===== src/rtl/memristor_pulse_ctrl.sv =====
// Wishbone-programmable pulse sequencer driving memristor pattern/select pads.
// Optional done interrupt (irq_o, CTRL.irq_en) is built when MEMRISTOR_PULSE_IRQ_EN is defined.
module memristor_pulse_ctrl #(
    parameter logic [31:0] BASE_ADDR = 32'h3000_0000,
    parameter int unsigned CNT_W     = 16
) (
    input  logic        wb_clk_i,
    input  logic        wb_rst_i,
    input  logic        wbs_cyc_i,
    input  logic        wbs_stb_i,
    input  logic        wbs_we_i,
    input  logic [3:0]  wbs_sel_i,
    input  logic [31:0] wbs_adr_i,
    input  logic [31:0] wbs_dat_i,
    output logic [31:0] wbs_dat_o,
    output logic        wbs_ack_o,
    output logic [4:0]  mem_ctrl_o,
    output logic        mem_sel_o,
    output logic [5:0]  mem_oeb_o,
    output logic        busy_o
`ifdef MEMRISTOR_PULSE_IRQ_EN
    ,
    output logic        irq_o
`endif
);

    typedef enum logic [2:0] {S_IDLE, S_ARM, S_PULSE, S_GAP, S_DONE} state_t;

    state_t           state;
    logic [4:0]       pattern;
    logic [CNT_W-1:0] width;
    logic [CNT_W-1:0] gap;
    logic [CNT_W-1:0] count;
    logic [CNT_W-1:0] remaining;
    logic [CNT_W-1:0] tmr;
    logic             sel;
    logic             done;
    logic             ack_block;
    logic             irq_en;

`ifdef MEMRISTOR_PULSE_IRQ_EN
    logic             irq_pend;
    assign irq_o = irq_pend & irq_en;
`else
    assign irq_en = 1'b0;
`endif

    logic [31:0] ctrl_val;
    logic [31:0] rd_data;
    logic [31:0] wr_old;
    logic [31:0] wr_data;
    logic        req;
    logic        wr_ctrl;
    logic        wr_pat;
    logic        wr_tim;
    logic        wr_cnt;
    logic        start;
    logic        abort;

    // ack_block keeps a bus cycle that straddled reset from ever being acked
    assign req     = wbs_cyc_i & wbs_stb_i & ~wbs_ack_o & ~ack_block
                   & (wbs_adr_i[31:4] == BASE_ADDR[31:4]);
    assign wr_ctrl = req & wbs_we_i & (wbs_adr_i[3:0] == 4'h0);
    assign wr_pat  = req & wbs_we_i & (wbs_adr_i[3:0] == 4'h4);
    assign wr_tim  = req & wbs_we_i & (wbs_adr_i[3:0] == 4'h8);
    assign wr_cnt  = req & wbs_we_i & (wbs_adr_i[3:0] == 4'hC);
    assign start   = wr_ctrl & wr_data[0];
    assign abort   = wr_ctrl & wr_data[2];

    assign ctrl_val = {28'd0, irq_en, 1'b0, sel, 1'b0};

    // Register readback and byte-lane merge of write data onto the addressed register
    always_comb begin
        rd_data = '0;
        wr_old  = '0;
        case (wbs_adr_i[3:0])
            4'h0: begin
                rd_data = ctrl_val;
                wr_old  = ctrl_val;
            end
            4'h4: begin
                rd_data = 32'(pattern);
                wr_old  = 32'(pattern);
            end
            4'h8: begin
                rd_data = {16'(gap), 16'(width)};
                wr_old  = {16'(gap), 16'(width)};
            end
            4'hC: begin
                rd_data = {busy_o, done, 14'd0, 16'(remaining)};
                wr_old  = 32'(count);
            end
            default: ;
        endcase
        for (int b = 0; b < 4; b++) begin
            wr_data[8*b +: 8] = wbs_sel_i[b] ? wbs_dat_i[8*b +: 8] : wr_old[8*b +: 8];
        end
    end

    always_ff @(posedge wb_clk_i) begin
        if (wb_rst_i) begin
            state      <= S_IDLE;
            pattern    <= '0;
            width      <= '0;
            gap        <= '0;
            count      <= '0;
            remaining  <= '0;
            tmr        <= '0;
            sel        <= 1'b0;
            done       <= 1'b0;
            ack_block  <= 1'b1;
            wbs_ack_o  <= 1'b0;
            wbs_dat_o  <= '0;
            mem_ctrl_o <= '0;
            mem_sel_o  <= 1'b0;
            mem_oeb_o  <= 6'h3F;
            busy_o     <= 1'b0;
`ifdef MEMRISTOR_PULSE_IRQ_EN
            irq_en     <= 1'b0;
            irq_pend   <= 1'b0;
`endif
        end else begin
            wbs_ack_o <= req;
            wbs_dat_o <= (req && !wbs_we_i) ? rd_data : '0;
            ack_block <= ack_block & wbs_cyc_i;

            // Configuration is frozen while a sequence is running
            if (!busy_o) begin
                if (wr_pat)  pattern <= wr_data[4:0];
                if (wr_tim) begin
                    width <= wr_data[CNT_W-1:0];
                    gap   <= wr_data[16 +: CNT_W];
                end
                if (wr_cnt)  count <= wr_data[CNT_W-1:0];
                if (wr_ctrl) sel   <= wr_data[1];
            end
`ifdef MEMRISTOR_PULSE_IRQ_EN
            if (wr_ctrl) irq_en   <= wr_data[3];
            if (wr_cnt)  irq_pend <= 1'b0;
`endif

            if (abort && state != S_IDLE) begin
                state      <= S_IDLE;
                mem_ctrl_o <= '0;
                mem_sel_o  <= 1'b0;
                mem_oeb_o  <= 6'h3F;
                busy_o     <= 1'b0;
            end else begin
                case (state)
                    S_IDLE: begin
                        if (start && !abort && count != '0 && width != '0) begin
                            state      <= S_ARM;
                            busy_o     <= 1'b1;
                            mem_oeb_o  <= 6'h00;
                            mem_sel_o  <= wr_data[1];
                            mem_ctrl_o <= '0;
                            remaining  <= count;
                            done       <= 1'b0;
`ifdef MEMRISTOR_PULSE_IRQ_EN
                            irq_pend   <= 1'b0;
`endif
                        end
                    end
                    S_ARM: begin
                        state      <= S_PULSE;
                        tmr        <= width - CNT_W'(1);
                        mem_ctrl_o <= pattern;
                    end
                    S_PULSE: begin
                        if (tmr != '0) begin
                            tmr <= tmr - CNT_W'(1);
                        end else begin
                            remaining <= remaining - CNT_W'(1);
                            if (remaining > CNT_W'(1)) begin
                                if (gap != '0) begin
                                    state      <= S_GAP;
                                    tmr        <= gap - CNT_W'(1);
                                    mem_ctrl_o <= '0;
                                end else begin
                                    tmr <= width - CNT_W'(1);
                                end
                            end else begin
                                state      <= S_DONE;
                                mem_ctrl_o <= '0;
                                done       <= 1'b1;
`ifdef MEMRISTOR_PULSE_IRQ_EN
                                irq_pend   <= 1'b1;
`endif
                            end
                        end
                    end
                    S_GAP: begin
                        if (tmr != '0) begin
                            tmr <= tmr - CNT_W'(1);
                        end else begin
                            state      <= S_PULSE;
                            tmr        <= width - CNT_W'(1);
                            mem_ctrl_o <= pattern;
                        end
                    end
                    S_DONE: begin
                        state     <= S_IDLE;
                        busy_o    <= 1'b0;
                        mem_sel_o <= 1'b0;
                        mem_oeb_o <= 6'h3F;
                    end
                    default: state <= S_IDLE;
                endcase
            end
        end
    end

endmodule

===== config.mk =====
export PLATFORM = sky130hd
export DESIGN_NAME = memristor_pulse_ctrl
export DESIGN_NICKNAME = d
export VERILOG_FILES = /design/src/rtl/memristor_pulse_ctrl.sv
export SDC_FILE = /design/constraint.sdc
export NUM_CORES = 1
export LEC_CHECK = 0
export ABC_AREA = 1
export CORE_ASPECT_RATIO = 0.6
export CORE_UTILIZATION = 40
export CTS_CLUSTER_DIAMETER = 40
export CTS_CLUSTER_SIZE = 20
export DETAILED_ROUTE_END_ITERATION = 8
export PLACE_DENSITY = 0.65
export SYNTH_ARGS = -nofsm -noshare
export SYNTH_HDL_FRONTEND = slang
export SYNTH_SLANG_ARGS = --single-unit

===== constraint.sdc =====
create_clock -name wb_clk_i -period 2.57 [get_ports wb_clk_i]
set_input_delay 0.257 -clock wb_clk_i [delete_from_list [all_inputs] [get_ports wb_clk_i]]
set_output_delay 0.257 -clock wb_clk_i [all_outputs]
set_load 0.005 [all_outputs]

==> flow_metrics.tcl <==
set metrics [dict create \
    skew_ns 0.0101 \
    cts-resized-gates 0 \
    hold_class "in -> reg" \
    hold_viol 0 \
    yosysWarnings 0 \
    antenna_left 0 \
    cp_cell_sequence "inv_1, ha_1, inv_1, nor3_1, nand3_1, nand2_1, inv_1, nand3_1, nand3_1, a21oi_1, nor2_1" \
    hold_depth 3 \
    portBuffers 118 \
    grt_start_max_net_pins 36 \
    yosysTopAreaCell "dfxtp_1" \
    rrSetupSlack_ns 0.21 \
    path_max_fanout 8 \
    clk_pin_slew_ns 0.06 \
    min_period_over_period_pct 91.8 \
    p_sw_share_pct 44.6 \
    worstHoldEndpoint "ack_block$_SDFF_PP1_" \
    synthArstFlopShare_pct 0 \
    rsz0062_at_grt "no" \
    first_iter_violations 1025 \
    grt_usage_pct 26.2 \
    final_util_pct 51.5 \
    dp.cells 1514 \
    critPathSlowestCell "nor3_1" \
    ios 119 \
    netlist_area_um2 7770 \
    drc 0 \
    fin_area_um2 9810 \
    area_growth_syn_to_layout_pct 26.2 \
    max-slew-margin-rel_pct 58.1 \
    hold_buffers 0 \
    worstPathRequired_ns 2.89 \
    grt_pass1_vias 7356 \
    internal-power_mw 5.19 \
    fp.dieH_um 110 \
    p_comb_share_pct 47.9 \
    coreArea_um2 19000 \
    num_rows 39 \
    routedWlPerCell_um 16.1 \
    r2r_end "tmr[11]$_SDFFE_PP0P_" \
    cp.arrival_ns 2.68 \
    clkPwrFrac_pct 25.9 \
    rr_worst_depth 11 \
    drive_gt1_share_pct 10.0 \
    synth.area.top_cells "dfxtp_1, nand2_1, nor2_1, a21oi_1, o21ai_0" \
    cts_tree "built" \
    max_cap_viol_count 0 \
    r2r_start "gap[0]$_SDFFE_PP0P_" \
    clkSinkCount 132 \
    min_period_ns 2.36 \
    syn_inst 1172 \
    antenna_cells 0 \
    ys_seq_area_share_pct 34.0 \
    drv_slew 0 \
    min-delay-start "wbs_cyc_i" \
    wirelength_mm 24.8 \
    insertion_delay_ns 0.43 \
    setup.worst_path.class "reg -> reg" \
    nFillCells 1870 \
    avgSynthCellArea_um2 6.63 \
    ir_drop_v 0.000845 \
    fmaxAchievable_mhz 424 \
    synth_edf_count 0 \
    power_per_cell_area_nw_per_um2 956 \
    grt_overflow 0 \
    dp_hpwl_mm 19.1 \
    vias 8201 \
    numCtsBuffers 17 \
    grt_pass1_wl_mm 40.3 \
    place_congestion 0.956 \
    slowest_delay_ns 0.34 \
    dpl_cell_area_um2 9230 \
    cp-start-kind "flip-flop" \
    syn_nets 1251 \
    cts-root-buf "clkbuf_16" \
    vias_per_cell 5.31 \
    end_kind "flip-flop" \
    p_seq_share_pct 26.3 \
    cts_max_path_buffers 2 \
    die-area_um2 20000 \
    grt_antenna_before_repair 0 \
    postCtsSetupBuffers 0 \
    final_nets 1366 \
    cts_max_level 4 \
    synth_top_cell_area_share_pct 34.0 \
    initial_core_util_pct 40.8 \
    leakage_nw 4.23 \
    post_layout_nonfiller_instances 1545 \
    worst_pin_slew_ns 0.624 \
    setup_tns_ns 0 \
    status "complete, no violations" \
    fp.dieW_um 182 \
    ys_types 46 \
    switchingPower_mw 4.19 \
    ys.flop_type "dfxtp_1" \
    synth-seq-cells 132 \
    setup-violations-final 0 \
    drtPass1Iterations 5 \
]
==> stage by stage <==
step	setup WS [ns]	hold WS, ns	total power [mW]
final	0.212	0.415	9.38
after floorplan	0.751	0.329	5.74
after global placement	0.150	0.445	6.85
after global routing	0.0436	0.419	10.0
after detailed placement	0.0842	0.440	6.90
after CTS	0.294	0.402	9.33
==> routing by layer <==
layer,up-vias,routed length (um),global-route usage (%)
li1,4052,-,-
met4,0,202,6.06
met3,17,2590,6.33
met1,3719,13100,41.1
met2,413,8970,34.5
met5,-,0,0
==> layout make-up <==
cell class	count	area, um2	share of cell area (%)
inverters	126	473	4.82
clock buffers	19	443	4.52
well taps	246	308	3.14
repair buffers	139	1390	14.2
multi-input cells	871	4420	45.0
clock inverters	12	134	1.37
flip-flops and latches	132	2640	26.9
==> layout by cell type (no fill, tap or decap), types with 25 or more instances in the layout <==
cell	instances
o21ai_0	81
nor2_1	165
clkdlybuf4s50_1	118
dfxtp_1	132
nor3_1	28
xor2_1	25
inv_1	104
nand3_1	75
nand2_1	247
a21oi_1	99
==> power by group through the flow <==
stage | sequential (mW) | clock (mW) | combinational (mW)
after global routing | 2.49 | 2.57 | 4.95
after detailed placement | 2.50 | 0 | 4.41
after floorplan | 2.44 | 0 | 3.30
final | 2.46 | 2.43 | 4.49
after global placement | 2.50 | 0 | 4.35
after CTS | 2.46 | 2.46 | 4.42
==> cell families after synthesis <==
kind of cell               share of synthesized area (%)
xor gates and xnor gates                            3.38
adders and majority gates                          0.966
buffers and inverters                               9.12
DFF                                                 34.0
AOI/OAI and AO/OA                                   16.0
muxes                                               1.67
and+or+nand+nor                                     34.8
==> state kept, by name (all words and copies together) (netlist names), 5 cells and up <==
name,cells
count,16
gap,16
mem_ctrl_o,5
pattern,5
remaining,16
tmr,16
wbs_dat_o,32
width,16
==> worst max-delay path: cells and delay by family (launching register included) <==
kind | cells | cell delay [ns]
AO/OA/AOI/OAI | 1 | 0.19
buffers and inverters | 3 | 0.38
adder cells (fa/ha/maj) | 1 | 0.20
flip-flops | 1 | 0.33
AND/OR/NAND/NOR | 6 | 1.15
==> Yosys cell counts, types with 2 or more instances <==
| library cell | n |
|---|---|
| nand2_1 | 247 |
| nor2_1 | 165 |
| dfxtp_1 | 132 |
| inv_1 | 104 |
| a21oi_1 | 99 |
| o21ai_0 | 81 |
| nand3_1 | 75 |
| nor3_1 | 28 |
| xor2_1 | 25 |
| o21ai_1 | 21 |
| inv_2 | 20 |
| nor2_2 | 16 |
| clkbuf_1 | 15 |
| nand4_1 | 15 |
| buf_2 | 14 |
| mux2i_1 | 13 |
| o21ai_2 | 9 |
| nor2_4 | 8 |
| buf_4 | 7 |
| o22ai_1 | 7 |
| a31oi_1 | 6 |
| ha_1 | 6 |
| nand2_2 | 5 |
| nand3b_1 | 5 |
| o211ai_1 | 5 |
| xnor2_1 | 5 |
| buf_6 | 4 |
| nand2_4 | 4 |
| and2_1 | 3 |
| buf_1 | 3 |
| nand3_2 | 3 |
| nor2_8 | 3 |
| or2_2 | 3 |
| clkinv_1 | 2 |
| nand3_4 | 2 |
| nor4_1 | 2 |
==> how the worst max path moves through the flow <==
stage	start	to	slack, ns	cells past startpoint
2_1_floorplan	width[0]$_SDFFE_PP0P_	remaining[14]$_SDFFE_PP0P_	0.75	16
5_1_grt	gap[0]$_SDFFE_PP0P_	tmr[8]$_SDFFE_PP0P_	0.04	13
3_5_place_dp	wbs_adr_i[29]	gap[12]$_SDFFE_PP0P_	0.08	12
3_3_place_gp	wbs_adr_i[29]	gap[8]$_SDFFE_PP0P_	0.15	12
4_1_cts	width[0]$_SDFFE_PP0P_	remaining[8]$_SDFFE_PP0P_	0.29	15
6_report	gap[0]$_SDFFE_PP0P_	tmr[11]$_SDFFE_PP0P_	0.21	11
(Power assumes the default switching activity.)
